$ cat src/rtl/nco_multichannel.sv
// rtl/nco_multichannel.sv - time-multiplexed multichannel NCO sharing one waveform stage
// Optional feature: define NCO_DITHER_EN to add LFSR dither to the phase before truncation.
module nco_multichannel #(
    parameter int NUM_CH     = 4,
    parameter int PHASE_W    = 32,
    parameter int BIT_DEPTH  = 12,
    parameter int SAMPLE_DIV = 16,
    localparam int CH_W      = (NUM_CH > 1) ? $clog2(NUM_CH) : 1
) (
    input  logic                 clk,
    input  logic                 reset_n,
    input  logic                 enable,
    input  logic                 cfg_we,
    input  logic [CH_W-1:0]      cfg_ch,
    input  logic [1:0]           cfg_addr,
    input  logic [PHASE_W-1:0]   cfg_wdata,
    output logic                 out_valid,
    input  logic                 out_ready,
    output logic [CH_W-1:0]      out_ch,
    output logic [BIT_DEPTH-1:0] out_sample,
    output logic                 overrun
);

    localparam int N     = BIT_DEPTH;
    localparam int H     = 1 << (N - 1);
    localparam int CNT_W = $clog2(SAMPLE_DIV);
    localparam int SHIFT = PHASE_W - N;

    typedef enum logic {
        S_IDLE,
        S_SWEEP
    } state_t;

    logic [PHASE_W-1:0] tw_q   [NUM_CH];
    logic [PHASE_W-1:0] off_q  [NUM_CH];
    logic [1:0]         wave_q [NUM_CH];
    logic [N-1:0]       duty_q [NUM_CH];
    logic [PHASE_W-1:0] acc_q  [NUM_CH];

    logic [CNT_W-1:0]   cnt_q;
    logic               tick;
    state_t             state_q, state_d;
    logic [CH_W-1:0]    ch_q, ch_d;
    logic               issue;
    logic               ovr_set;
    logic               stall;

    logic [PHASE_W-1:0] ph_sum;
    logic [N-1:0]       p_issue;

    logic               s1_valid;
    logic [CH_W-1:0]    s1_ch;
    logic [N-1:0]       s1_p;
    logic [1:0]         s1_wave;
    logic [N-1:0]       s1_duty;

    logic [N-2:0]       x;
    logic [N-1:0]       hx;
    logic [2*N-3:0]     prod;
    logic [2*N-3:0]     prod_sh;
    logic [N-2:0]       y;
    logic [N-1:0]       tri_v;
    logic [N-1:0]       wave_d;

    // Register writes land at the clock edge, so an issue in the same cycle sees the old value.
    always_ff @(posedge clk or negedge reset_n) begin
        if (!reset_n) begin
            for (int i = 0; i < NUM_CH; i++) begin
                tw_q[i]   <= '0;
                off_q[i]  <= '0;
                wave_q[i] <= '0;
                duty_q[i] <= '0;
            end
        end else if (cfg_we && (int'(cfg_ch) < NUM_CH)) begin
            case (cfg_addr)
                2'd0:    tw_q[cfg_ch]   <= cfg_wdata;
                2'd1:    off_q[cfg_ch]  <= cfg_wdata;
                2'd2:    wave_q[cfg_ch] <= cfg_wdata[1:0];
                default: duty_q[cfg_ch] <= cfg_wdata[N-1:0];
            endcase
        end
    end

    assign tick = enable && (cnt_q == CNT_W'(SAMPLE_DIV - 1));

    always_ff @(posedge clk or negedge reset_n) begin
        if (!reset_n) begin
            cnt_q <= '0;
        end else if (!enable || tick) begin
            cnt_q <= '0;
        end else begin
            cnt_q <= cnt_q + CNT_W'(1);
        end
    end

    assign stall = out_valid && !out_ready;

    always_comb begin
        state_d = state_q;
        ch_d    = ch_q;
        issue   = 1'b0;
        ovr_set = 1'b0;
        case (state_q)
            S_IDLE: begin
                if (tick) begin
                    state_d = S_SWEEP;
                    ch_d    = '0;
                end
            end
            S_SWEEP: begin
                ovr_set = tick;
                if (!stall) begin
                    issue = 1'b1;
                    if (ch_q == CH_W'(NUM_CH - 1)) begin
                        state_d = S_IDLE;
                    end else begin
                        ch_d = ch_q + CH_W'(1);
                    end
                end
            end
        endcase
    end

    always_ff @(posedge clk or negedge reset_n) begin
        if (!reset_n) begin
            state_q <= S_IDLE;
            ch_q    <= '0;
            overrun <= 1'b0;
        end else begin
            state_q <= state_d;
            ch_q    <= ch_d;
            if (ovr_set) begin
                overrun <= 1'b1;
            end
        end
    end

`ifdef NCO_DITHER_EN
    localparam int DW = (SHIFT < 16) ? SHIFT : 16;

    logic [15:0] lfsr_q;

    // Steps only on an actual issue, so stalls leave the dither sequence untouched.
    always_ff @(posedge clk or negedge reset_n) begin
        if (!reset_n) begin
            lfsr_q <= 16'hACE1;
        end else if (issue) begin
            lfsr_q <= {lfsr_q[14:0], lfsr_q[15] ^ lfsr_q[13] ^ lfsr_q[12] ^ lfsr_q[10]};
        end
    end

    assign ph_sum = acc_q[ch_q] + off_q[ch_q] + PHASE_W'(lfsr_q[DW-1:0]);
`else
    assign ph_sum = acc_q[ch_q] + off_q[ch_q];
`endif

    assign p_issue = N'(ph_sum >> SHIFT);

    always_ff @(posedge clk or negedge reset_n) begin
        if (!reset_n) begin
            for (int i = 0; i < NUM_CH; i++) begin
                acc_q[i] <= '0;
            end
        end else if (issue) begin
            acc_q[ch_q] <= acc_q[ch_q] + tw_q[ch_q];
        end
    end

    // Stage 1: capture the issued channel's phase and waveform settings together.
    always_ff @(posedge clk or negedge reset_n) begin
        if (!reset_n) begin
            s1_valid <= 1'b0;
            s1_ch    <= '0;
            s1_p     <= '0;
            s1_wave  <= '0;
            s1_duty  <= '0;
        end else if (!stall) begin
            s1_valid <= issue;
            if (issue) begin
                s1_ch   <= ch_q;
                s1_p    <= p_issue;
                s1_wave <= wave_q[ch_q];
                s1_duty <= duty_q[ch_q];
            end
        end
    end

    // Sine approximated by two parabolas; the peak of x*(H-x) overshoots by one and saturates.
    always_comb begin
        x       = s1_p[N-2:0];
        hx      = N'(H) - {1'b0, x};
        prod    = {{(N-1){1'b0}}, x} * {{(N-2){1'b0}}, hx};
        prod_sh = prod >> (N - 3);
        y       = (prod_sh > (2*N-2)'(H - 1)) ? (N-1)'(H - 1) : (N-1)'(prod_sh);
        tri_v   = s1_p[N-1] ? ~s1_p : s1_p;
        case (s1_wave)
            2'd0:    wave_d = s1_p[N-1] ? (N'(H - 1) - {1'b0, y}) : (N'(H) + {1'b0, y});
            2'd1:    wave_d = N'({tri_v, 1'b0});
            2'd2:    wave_d = s1_p;
            default: wave_d = (s1_p < s1_duty) ? '1 : '0;
        endcase
    end

    always_ff @(posedge clk or negedge reset_n) begin
        if (!reset_n) begin
            out_valid  <= 1'b0;
            out_ch     <= '0;
            out_sample <= '0;
        end else if (!stall) begin
            out_valid <= s1_valid;
            if (s1_valid) begin
                out_ch     <= s1_ch;
                out_sample <= wave_d;
            end
        end
    end

endmodule
$ cat config.mk
export PLATFORM = sky130hd
export DESIGN_NAME = nco_multichannel
export DESIGN_NICKNAME = d
export VERILOG_FILES = /design/src/rtl/nco_multichannel.sv
export SDC_FILE = /design/constraint.sdc
export NUM_CORES = 1
export LEC_CHECK = 0
export CELL_PAD_IN_SITES_DETAIL_PLACEMENT = 0
export CELL_PAD_IN_SITES_GLOBAL_PLACEMENT = 2
export CORE_ASPECT_RATIO = 0.75
export CORE_MARGIN = 4
export CORE_UTILIZATION = 35
export DETAILED_ROUTE_END_ITERATION = 7
export HOLD_SLACK_MARGIN = 0.05
export PLACE_DENSITY_LB_ADDON = 0.2
export SETUP_SLACK_MARGIN = 0.05
export SYNTH_ARGS = -nofsm -noshare
export SYNTH_HDL_FRONTEND = slang
export SYNTH_SLANG_ARGS = --single-unit
$ cat constraint.sdc
create_clock -name clk -period 13.65 [get_ports clk]
set_input_delay 2.73 -clock clk [delete_from_list [all_inputs] [get_ports clk]]
set_output_delay 2.73 -clock clk [all_outputs]
set_load 0.005 [all_outputs]
==> flow_summary.html, run 1 <==
<table>
<tr><th>Metric</th><th>Value</th></tr>
<tr><th colspan="2">Synth</th></tr>
<tr><td>Mux share of post-synthesis cell area</td><td>0.225</td></tr>
<tr><td>Synthesis warning total</td><td>0</td></tr>
<tr><td>Number of enable flip-flop cells after synthesis</td><td>0</td></tr>
<tr><td>Gate count after technology mapping</td><td>approximately 2400</td></tr>
<tr><td>Async set-reset flop share out of synthesis</td><td>1.00</td></tr>
<tr><td>Total standard cell area after synthesis</td><td>roughly 29000 um^2</td></tr>
<tr><td>Compound-Gate Fraction of Synth Area</td><td>0.0624</td></tr>
<tr><td>Part of the Yosys area used for sequential elements</td><td>0.429</td></tr>
<tr><td>Post-synthesis area per instance</td><td>11.8 um^2</td></tr>
<tr><td>Main combinational cell family by area after synthesis</td><td>multiplexers</td></tr>
<tr><td>Post-synthesis adder-cell area fraction</td><td>0.125</td></tr>
<tr><td>Post-Synth XOR/XNOR Area</td><td>0.0183</td></tr>
<tr><td>Post-synth top flop</td><td>sky130_fd_sc_hd__dfrtp_1</td></tr>
<tr><td>Number of storage elements in the synthesis netlist</td><td>around 490</td></tr>
<tr><td>Number of distinct library cells after synthesis</td><td>a little under 70</td></tr>
<tr><td>Simple-Gate Fraction of Synth Area</td><td>0.103</td></tr>
<tr><th colspan="2">STA</th></tr>
<tr><td>Setup TNS</td><td>0 ps</td></tr>
<tr><td>Ratio of final minimum period to clock period</td><td>0.566</td></tr>
<tr><td>Final hold viol count</td><td>0</td></tr>
<tr><td>Final-report max-slew violation count</td><td>0</td></tr>
<tr><td>Slew at the pin closest to its max-slew limit</td><td>roughly 1200 ps</td></tr>
<tr><td>Slew HR</td><td>0.205</td></tr>
<tr><td>RSZ-0062 raised after global routing</td><td>no</td></tr>
<tr><td>FMAX</td><td>about 130 MHz</td></tr>
<tr><td>Setup Viol. Count Final</td><td>0</td></tr>
<tr><td>Worst clock skew</td><td>around 22 ps</td></tr>
<tr><td>Time the worst path needs with I/O delays and setup</td><td>around 7700 ps</td></tr>
<tr><th colspan="2">Worst setup path</th></tr>
<tr><td>Most frequent cell on the critical path</td><td>sky130_fd_sc_hd__fa_1</td></tr>
<tr><td>Element type at the critical path start</td><td>register</td></tr>
<tr><td>Worst Path Class, Setup</td><td>reg -&gt; reg</td></tr>
<tr><td>R2r worst-path depth</td><td>22</td></tr>
<tr><td>Worst reg2reg path startpoint</td><td>s1_p[1]$_DFFE_PN0P_</td></tr>
<tr><td>Nature of the critical path endpoint</td><td>register</td></tr>
<tr><td>Max stage delay on crit path</td><td>760 ps</td></tr>
<tr><td>Cell-by-cell trace of the critical path</td><td>clkinv_1, ha_1, xnor2_1, nand2_1, fa_1, inv_1, ha_1, inv_1, fa_1, fa_1, inv_1, fa_1, ha_1, and4b_1, a221oi_1, o211ai_1, a21o_1, a221oi_2, mux2_2, or3_1, nand3_1, a21oi_1</td></tr>
<tr><td>Highest-delay cell along the critical path</td><td>sky130_fd_sc_hd__a221oi_1</td></tr>
<tr><td>Critical register-to-register path endpoint</td><td>out_sample[7]$_DFFE_PN0P_</td></tr>
<tr><td>Required time of the critical path</td><td>approximately 14000 ps</td></tr>
<tr><td>Arrival time of the worst setup path</td><td>slightly above 8000 ps</td></tr>
<tr><td>Worst reg2reg setup slack</td><td>roughly 6000 ps</td></tr>
<tr><td>Max FO, Critical Path</td><td>18</td></tr>
<tr><th colspan="2">Floorplan</th></tr>
<tr><td>Chip Width</td><td>approximately 340 um</td></tr>
<tr><td>Vert. Die Dim</td><td>256 um</td></tr>
<tr><td>Die area</td><td>between 80000 and 90000 um^2</td></tr>
<tr><td>Standard cell core area</td><td>just over 80000 um^2</td></tr>
<tr><td>Number of placement rows</td><td>90</td></tr>
<tr><td>Count of boundary I/O pins</td><td>between 50 and 60</td></tr>
<tr><td>Starting density of the core</td><td>0.355</td></tr>
<tr><th colspan="2">Layout</th></tr>
<tr><td>Number of fillers in the final layout</td><td>7594</td></tr>
<tr><td>Commonest non-fill, non-tap cells in the layout</td><td>490 x sky130_fd_sc_hd__dfrtp_1, 351 x sky130_fd_sc_hd__mux2_2, 272 x sky130_fd_sc_hd__nand2_1</td></tr>
<tr><td>Number of nets at the end of the flow</td><td>2720</td></tr>
<tr><td>Post-route cell area</td><td>32400 um^2</td></tr>
<tr><td>Post-route non-filler standard cell count</td><td>about 3600</td></tr>
<tr><td>Syn-to-layout area delta</td><td>12.9%</td></tr>
<tr><td>Most common library cell in the layout ignoring fill and taps</td><td>sky130_fd_sc_hd__dfrtp_1</td></tr>
<tr><td>Seq. cell area</td><td>between 10000 and 15000 um^2</td></tr>
<tr><td>Fraction of final layout cells sized beyond drive strength 1</td><td>0.248</td></tr>
<tr><td>Area used by multi-input combinational logic</td><td>between 15000 and 20000 um^2</td></tr>
<tr><th colspan="2">Run status</th></tr>
<tr><td>Run status</td><td>finished, final reports clean</td></tr>
<tr><th colspan="2">Routing</th></tr>
<tr><td>Number of remaining DRC errors</td><td>0</td></tr>
<tr><td>Drt first pass iters</td><td>5</td></tr>
<tr><td>Average routed wire per standard cell</td><td>~23 um</td></tr>
<tr><td>Highest layer used for signal routing</td><td>met4</td></tr>
<tr><td>Met3 Routed Length</td><td>about 3.5 mm</td></tr>
<tr><td>Vias per Instance</td><td>5.26</td></tr>
<tr><td>Detailed route wirelength on metal2</td><td>roughly 35 mm</td></tr>
<tr><td>Initial DRC count</td><td>approximately 1100</td></tr>
<tr><td>Post-detailed-routing wire length</td><td>roughly 80 mm</td></tr>
<tr><td>Routed via count</td><td>approximately 19000</td></tr>
<tr><td>Remaining number of nets flagged by the antenna check after routing</td><td>0</td></tr>
<tr><td>Wire length on met1</td><td>slightly above 40 mm</td></tr>
<tr><th colspan="2">CTS</th></tr>
<tr><td>Count of buffers added by post-CTS timing repair for setup</td><td>0</td></tr>
<tr><td>Clock Latency Late Sink</td><td>630 ps</td></tr>
<tr><td>Count of hold-fix buffers inserted at cts</td><td>0</td></tr>
<tr><td>Sink count of the clock tree</td><td>~490</td></tr>
<tr><td>Worst-case clock buffer depth</td><td>3</td></tr>
<tr><td>Master cell of the clock root buffer</td><td>sky130_fd_sc_hd__clkbuf_16</td></tr>
<tr><td>TritonCTS clock tree</td><td>yes</td></tr>
<tr><td>Quantity of gates resized following cts</td><td>0</td></tr>
<tr><td>Clock-pin slew on the worst setup and hold paths</td><td>~60 ps</td></tr>
<tr><td>CTS buffer count</td><td>53</td></tr>
<tr><td>H-tree levels</td><td>2</td></tr>
<tr><th colspan="2">Placed design</th></tr>
<tr><td>Final GP Congestion</td><td>~0.79</td></tr>
<tr><td>Port Buffers</td><td>56</td></tr>
<tr><td>Placed Instance Area</td><td>30400 um^2</td></tr>
<tr><td>Half-perimeter wire length after detailed placement</td><td>between 50 and 60 mm</td></tr>
<tr><td>Number of cells after detailed placement</td><td>approximately 3400</td></tr>
<tr><th colspan="2">Global route</th></tr>
<tr><td>Vias in the first global route</td><td>19800</td></tr>
<tr><td>Number of antenna violations at the first check in global routing</td><td>3</td></tr>
<tr><td>Pin count of the biggest net entering global routing</td><td>about 170</td></tr>
<tr><td>Overall Global Routing Usage</td><td>0.186</td></tr>
<tr><td>GR Overflow Total</td><td>0</td></tr>
<tr><td>Wire length of the first global-routing pass</td><td>125 mm</td></tr>
<tr><th colspan="2">Worst hold path</th></tr>
<tr><td>Endpoint of the worst hold-timing path</td><td>acc_q[38]$_DFFE_PN0P_</td></tr>
<tr><td>Hold Startpoint</td><td>acc_q[38]$_DFFE_PN0P_</td></tr>
<tr><td>Depth of the worst hold-timing path</td><td>2</td></tr>
<tr><td>Min-delay worst type</td><td>reg -&gt; reg</td></tr>
<tr><th colspan="2">Run</th></tr>
<tr><td>Number of max-cap violations</td><td>0</td></tr>
</table>
## sequential cells by signal, indices dropped and copies added (netlist names), 2 cells and up
name,flops
cnt_q,4
wave_q,8
s1_p,12
duty_q,48
s1_wave,2
acc_q,128
s1_duty,12
out_sample,12
s1_ch,2
out_ch,2
off_q,128
tw_q,128
ch_q,2
## metal layers
layer / up-vias / track usage
met4: 0 / 0.0353
met2: 299 / 0.277
met1: 9740 / 0.284
li1: 8563 / -
met3: 77 / 0.0328
met5: - / 0
## logic make-up after synthesis
group / Yosys count
muxes: 464
DFF: 492
adders and majority gates: 233
xor gates and xnor gates: 60
AOI/OAI and AO/OA: 278
other: 2
buffers and inverters: 280
and+or+nand+nor: 614
## worst max-delay path by stage
stage | startpoint | end | slack, ps | depth (start not counted)
after floorplan | s1_p[2]$_DFFE_PN0P_ | out_sample[0]$_DFFE_PN0P_ | 6840 | 25
after global placement | s1_p[1]$_DFFE_PN0P_ | out_sample[3]$_DFFE_PN0P_ | 6100 | 22
after detailed placement | s1_p[1]$_DFFE_PN0P_ | out_sample[7]$_DFFE_PN0P_ | 5900 | 22
after CTS | s1_p[1]$_DFFE_PN0P_ | out_sample[7]$_DFFE_PN0P_ | 5880 | 22
after global routing | s1_p[1]$_DFFE_PN0P_ | out_sample[8]$_DFFE_PN0P_ | 5430 | 22
final | s1_p[1]$_DFFE_PN0P_ | out_sample[7]$_DFFE_PN0P_ | 5920 | 22
## cell usage after synthesis (all sizes together), types with 12 or more instances
| master | number | area [um^2] |
|---|---|---|
| dfrtp | 492 | 12300 |
| mux2 | 351 | 3950 |
| nand2 | 273 | 1020 |
| ha | 145 | 1810 |
| inv | 145 | 544 |
| mux4 | 109 | 2450 |
| clkbuf | 95 | 357 |
| fa | 88 | 1760 |
| nor2 | 79 | 297 |
| o21ai | 78 | 394 |
| a21oi | 62 | 310 |
| nor2b | 56 | 350 |
| nand2b | 46 | 288 |
| buf | 39 | 159 |
| xnor2 | 36 | 315 |
| nand3 | 33 | 165 |
| nor3 | 28 | 155 |
| a21o | 25 | 188 |
| xor2 | 24 | 210 |
| and2 | 21 | 131 |
| and3 | 16 | 100 |
| o31ai | 16 | 120 |
| o211ai | 15 | 113 |
| or3 | 15 | 93.8 |
| o21a | 14 | 105 |
| nor4 | 12 | 75.1 |
## worst max-delay path, delay by kind of cell, from the launching register on
kind	cells	cell delay, ps
buf+inv	4	600
flops	1	620
fa+ha+maj	7	2770
mux	1	490
simple gates	4	820
xor+xnor	1	570
compound gates	5	1700
## cell type report
class | count | share of cell area
Antenna cell | 1 | 0.0000773
Clock buffer | 70 | 0.0457
Clock inverter | 30 | 0.0148
Inverter | 146 | 0.0169
Multi-Input combinational cell | 1659 | 0.475
Sequential cell | 492 | 0.380
Tap cell | 1058 | 0.0409
Timing Repair Buffer | 94 | 0.0267
## per-stage QoR
step                      worst slack (ps)  hold slack, ps  utilization
after floorplan                       6840             440            -
after global placement                6100             454        0.376
after detailed placement              5900             458        0.376
after CTS                             5880             474        0.401
after global routing                  5430             487        0.401
final                                 5920             473        0.401
Power of run 1 is not shown: default switching activity piles up to over one toggle a cycle in this logic, so the estimate is an artifact.
==> run 2, diff against run 1 <==
Clock period 13.65 ns to 7 ns, I/O delays scaled along.
==> flow_summary.html, run 2 (synthesis results as in run 1) <==
<table>
<tr><th>Metric</th><th>Value</th></tr>
<tr><th colspan="2">Run status</th></tr>
<tr><td>Run status</td><td>finished, final reports clean</td></tr>
<tr><th colspan="2">Worst hold path</th></tr>
<tr><td>Min-delay worst type</td><td>reg -&gt; reg</td></tr>
<tr><td>Depth of the worst hold-timing path</td><td>2 (unchanged)</td></tr>
<tr><th colspan="2">Floorplan</th></tr>
<tr><td>Vert. Die Dim</td><td>256 um (unchanged)</td></tr>
<tr><td>Chip Width</td><td>339 um (unchanged)</td></tr>
<tr><td>Starting density of the core</td><td>0.355 (unchanged)</td></tr>
<tr><td>Die area</td><td>86600 um^2 (unchanged)</td></tr>
<tr><td>Count of boundary I/O pins</td><td>57 (unchanged)</td></tr>
<tr><td>Number of placement rows</td><td>90 (unchanged)</td></tr>
<tr><td>Standard cell core area</td><td>80900 um^2 (unchanged)</td></tr>
<tr><th colspan="2">CTS</th></tr>
<tr><td>Worst-case clock buffer depth</td><td>3 (unchanged)</td></tr>
<tr><td>H-tree levels</td><td>2 (unchanged)</td></tr>
<tr><td>Clock Latency Late Sink</td><td>650 ps (+20 ps)</td></tr>
<tr><td>TritonCTS clock tree</td><td>yes</td></tr>
<tr><td>Count of hold-fix buffers inserted at cts</td><td>0 (unchanged)</td></tr>
<tr><td>Master cell of the clock root buffer</td><td>sky130_fd_sc_hd__clkbuf_16</td></tr>
<tr><td>Clock-pin slew on the worst setup and hold paths</td><td>70 ps (about the same)</td></tr>
<tr><td>CTS buffer count</td><td>55 (+3.8%)</td></tr>
<tr><td>Sink count of the clock tree</td><td>492 (unchanged)</td></tr>
<tr><th colspan="2">Worst setup path</th></tr>
<tr><td>Max stage delay on crit path</td><td>550 ps (-210 ps)</td></tr>
<tr><td>Max FO, Critical Path</td><td>5 (-13)</td></tr>
<tr><td>Most frequent cell on the critical path</td><td>sky130_fd_sc_hd__fa_1</td></tr>
<tr><td>Cell-by-cell trace of the critical path</td><td>or3_4, or4_4, nor4_4, ha_4, nand2b_4, fa_1, inv_1, fa_1, fa_1, fa_1, inv_2, fa_2, inv_1, ha_2, a21o_1, a21oi_2, o21ai_1, a21o_1, a221oi_4, mux2_4, or3_1, nand3_2, a21oi_2</td></tr>
<tr><td>Worst Path Class, Setup</td><td>reg -&gt; reg</td></tr>
<tr><td>R2r worst-path depth</td><td>23 (+4.5%)</td></tr>
<tr><td>Required time of the critical path</td><td>7520 ps (-6610 ps)</td></tr>
<tr><td>Nature of the critical path endpoint</td><td>register</td></tr>
<tr><td>Highest-delay cell along the critical path</td><td>sky130_fd_sc_hd__or4_4</td></tr>
<tr><td>Arrival time of the worst setup path</td><td>7290 ps (-920 ps)</td></tr>
<tr><td>Element type at the critical path start</td><td>register</td></tr>
<tr><th colspan="2">Global route</th></tr>
<tr><td>Pin count of the biggest net entering global routing</td><td>155 (-6.6%)</td></tr>
<tr><td>GR Overflow Total</td><td>0 (unchanged)</td></tr>
<tr><td>Overall Global Routing Usage</td><td>0.185 (-0.000800)</td></tr>
<tr><td>Wire length of the first global-routing pass</td><td>124 mm (-0.13%)</td></tr>
<tr><td>Vias in the first global route</td><td>19600 (-0.75%)</td></tr>
<tr><td>Number of antenna violations at the first check in global routing</td><td>2 (-1)</td></tr>
<tr><th colspan="2">STA</th></tr>
<tr><td>Final-report max-slew violation count</td><td>0 (unchanged)</td></tr>
<tr><td>Time the worst path needs with I/O delays and setup</td><td>6780 ps (-954 ps)</td></tr>
<tr><td>RSZ-0062 raised after global routing</td><td>yes</td></tr>
<tr><td>Setup Viol. Count Final</td><td>0 (unchanged)</td></tr>
<tr><td>Smallest setup slack after layout</td><td>224 ps (-5700 ps)</td></tr>
<tr><td>FMAX</td><td>148 MHz (+14%)</td></tr>
<tr><td>Final hold viol count</td><td>0 (unchanged)</td></tr>
<tr><td>Slew HR</td><td>0.191 (-0.0135)</td></tr>
<tr><td>Ratio of final minimum period to clock period</td><td>0.968 (+0.402)</td></tr>
<tr><td>Worst clock skew</td><td>37.6 ps (+15.3 ps)</td></tr>
<tr><td>Slew at the pin closest to its max-slew limit</td><td>1210 ps (+23.1 ps)</td></tr>
<tr><th colspan="2">Routing</th></tr>
<tr><td>Post-detailed-routing wire length</td><td>80.2 mm (+0.19%)</td></tr>
<tr><td>Initial DRC count</td><td>1083 (-0.55%)</td></tr>
<tr><td>Drt first pass iters</td><td>5 (unchanged)</td></tr>
<tr><td>Vias per Instance</td><td>5.29 (+0.56%)</td></tr>
<tr><td>Remaining number of nets flagged by the antenna check after routing</td><td>0 (unchanged)</td></tr>
<tr><td>Number of remaining DRC errors</td><td>0 (unchanged)</td></tr>
<tr><td>Average routed wire per standard cell</td><td>22.3 um (-0.90%)</td></tr>
<tr><td>Routed via count</td><td>19000 (+1.7%)</td></tr>
<tr><th colspan="2">Layout</th></tr>
<tr><td>Most common library cell in the layout ignoring fill and taps</td><td>sky130_fd_sc_hd__dfrtp_1</td></tr>
<tr><td>Number of fillers in the final layout</td><td>7599 (+0.066%)</td></tr>
<tr><td>Syn-to-layout area delta</td><td>15.0%</td></tr>
<tr><td>Ant diodes</td><td>0 (-1)</td></tr>
<tr><td>Fraction of final layout cells sized beyond drive strength 1</td><td>0.281 (+0.0324)</td></tr>
<tr><td>Registers with the most flip-flops</td><td>acc_q x128, off_q x128, tw_q x128</td></tr>
<tr><td>Number of nets at the end of the flow</td><td>2759 (+1.4%)</td></tr>
<tr><td>Commonest non-fill, non-tap cells in the layout</td><td>490 x sky130_fd_sc_hd__dfrtp_1, 350 x sky130_fd_sc_hd__mux2_2, 272 x sky130_fd_sc_hd__nand2_1</td></tr>
<tr><td>Post-route core utilization</td><td>0.408 (+0.00737)</td></tr>
<tr><td>Post-route cell area</td><td>33000 um^2 (+1.8%)</td></tr>
<tr><th colspan="2">Run</th></tr>
<tr><td>Number of max-cap violations</td><td>0 (unchanged)</td></tr>
<tr><th colspan="2">Placed design</th></tr>
<tr><td>Placed Instance Area</td><td>30700 um^2 (+0.73%)</td></tr>
<tr><td>Placement Setup Slack</td><td>-14.3 ps (-5910 ps)</td></tr>
<tr><td>Port Buffers</td><td>56 (unchanged)</td></tr>
<tr><td>Final GP Congestion</td><td>0.795 (+0.61%)</td></tr>
<tr><td>Half-perimeter wire length after detailed placement</td><td>53.9 mm (-0.78%)</td></tr>
</table>
[run 2: cell count changes in the layout (fill, tap and decap cells not counted), sizes merged]
cell      before  now
mux2         351  353
bufinv        11    5
clkbuf        70   72
buf           39   74
diode          1    0
clkinv        15   21
clkinvlp       3    4
[run 2: critical path, delay by kind of cell (launching register included)]
family / cells / cell delay, ps
AOI/OAI and AO/OA: 6 / 1030
adders and majority gates: 7 / 2880
buffers and inverters: 3 / 130
DFF: 1 / 380
muxes: 1 / 380
and+or+nand+nor: 6 / 1840
[run 2: worst paths after layout]
| check | startpoint | end | slack (ps) |
|---|---|---|---|
| setup / recovery | s1_p[2]$_DFFE_PN0P_ | out_sample[3]$_DFFE_PN0P_ | 220 |
| hold / removal | acc_q[0]$_DFFE_PN0P_ | acc_q[0]$_DFFE_PN0P_ | 470 |
| setup reg to reg | s1_p[2]$_DFFE_PN0P_ | out_sample[3]$_DFFE_PN0P_ | 220 |
| hold reg to reg | acc_q[0]$_DFFE_PN0P_ | acc_q[0]$_DFFE_PN0P_ | 470 |
| max in group asynchronous | reset_n | off_q[63]$_DFFE_PN0P_ | 4900 |
| min in group asynchronous | reset_n | out_sample[9]$_DFFE_PN0P_ | 700 |
[run 2: layout make-up]
cell class              instances  area [um^2]  share of cell area
repair buffers                129         1150              0.0350
clock inverters                31          355              0.0108
multi-input cells            1661        15700               0.476
well taps                    1058         1320              0.0401
clock buffers                  72         1580              0.0479
inverters                     146          548              0.0166
flip-flops and latches        492        12300               0.373
[run 2: repair_timing]
action	CTS	global route
endpoints found under the setup margin	7	11
gates cloned	1	1
resized for setup	3	59
pin swaps	2	58
setup buffers	0	10
[run 2: per-stage QoR]
step / TNS [ps] / instances / hold slack [ps]
2_1_floorplan: 0 / 2431 / 440
3_3_place_gp: 0 / 3475 / 453
3_5_place_dp: -83.4 / 3475 / 457
4_1_cts: 0 / 3579 / 472
5_1_grt: 0 / 3589 / 493
6_report: 0 / 3589 / 468
[run 2: per-layer routing]
layer  GRT usage  routed length, um  up-vias
li1            -                  -     8646
met1       0.289              41500     9965
met2       0.273              34700      282
met3      0.0242               2550       95
met4      0.0393               1470        2
met5           0                 13        -
Power of run 2 is left out for the same reason.
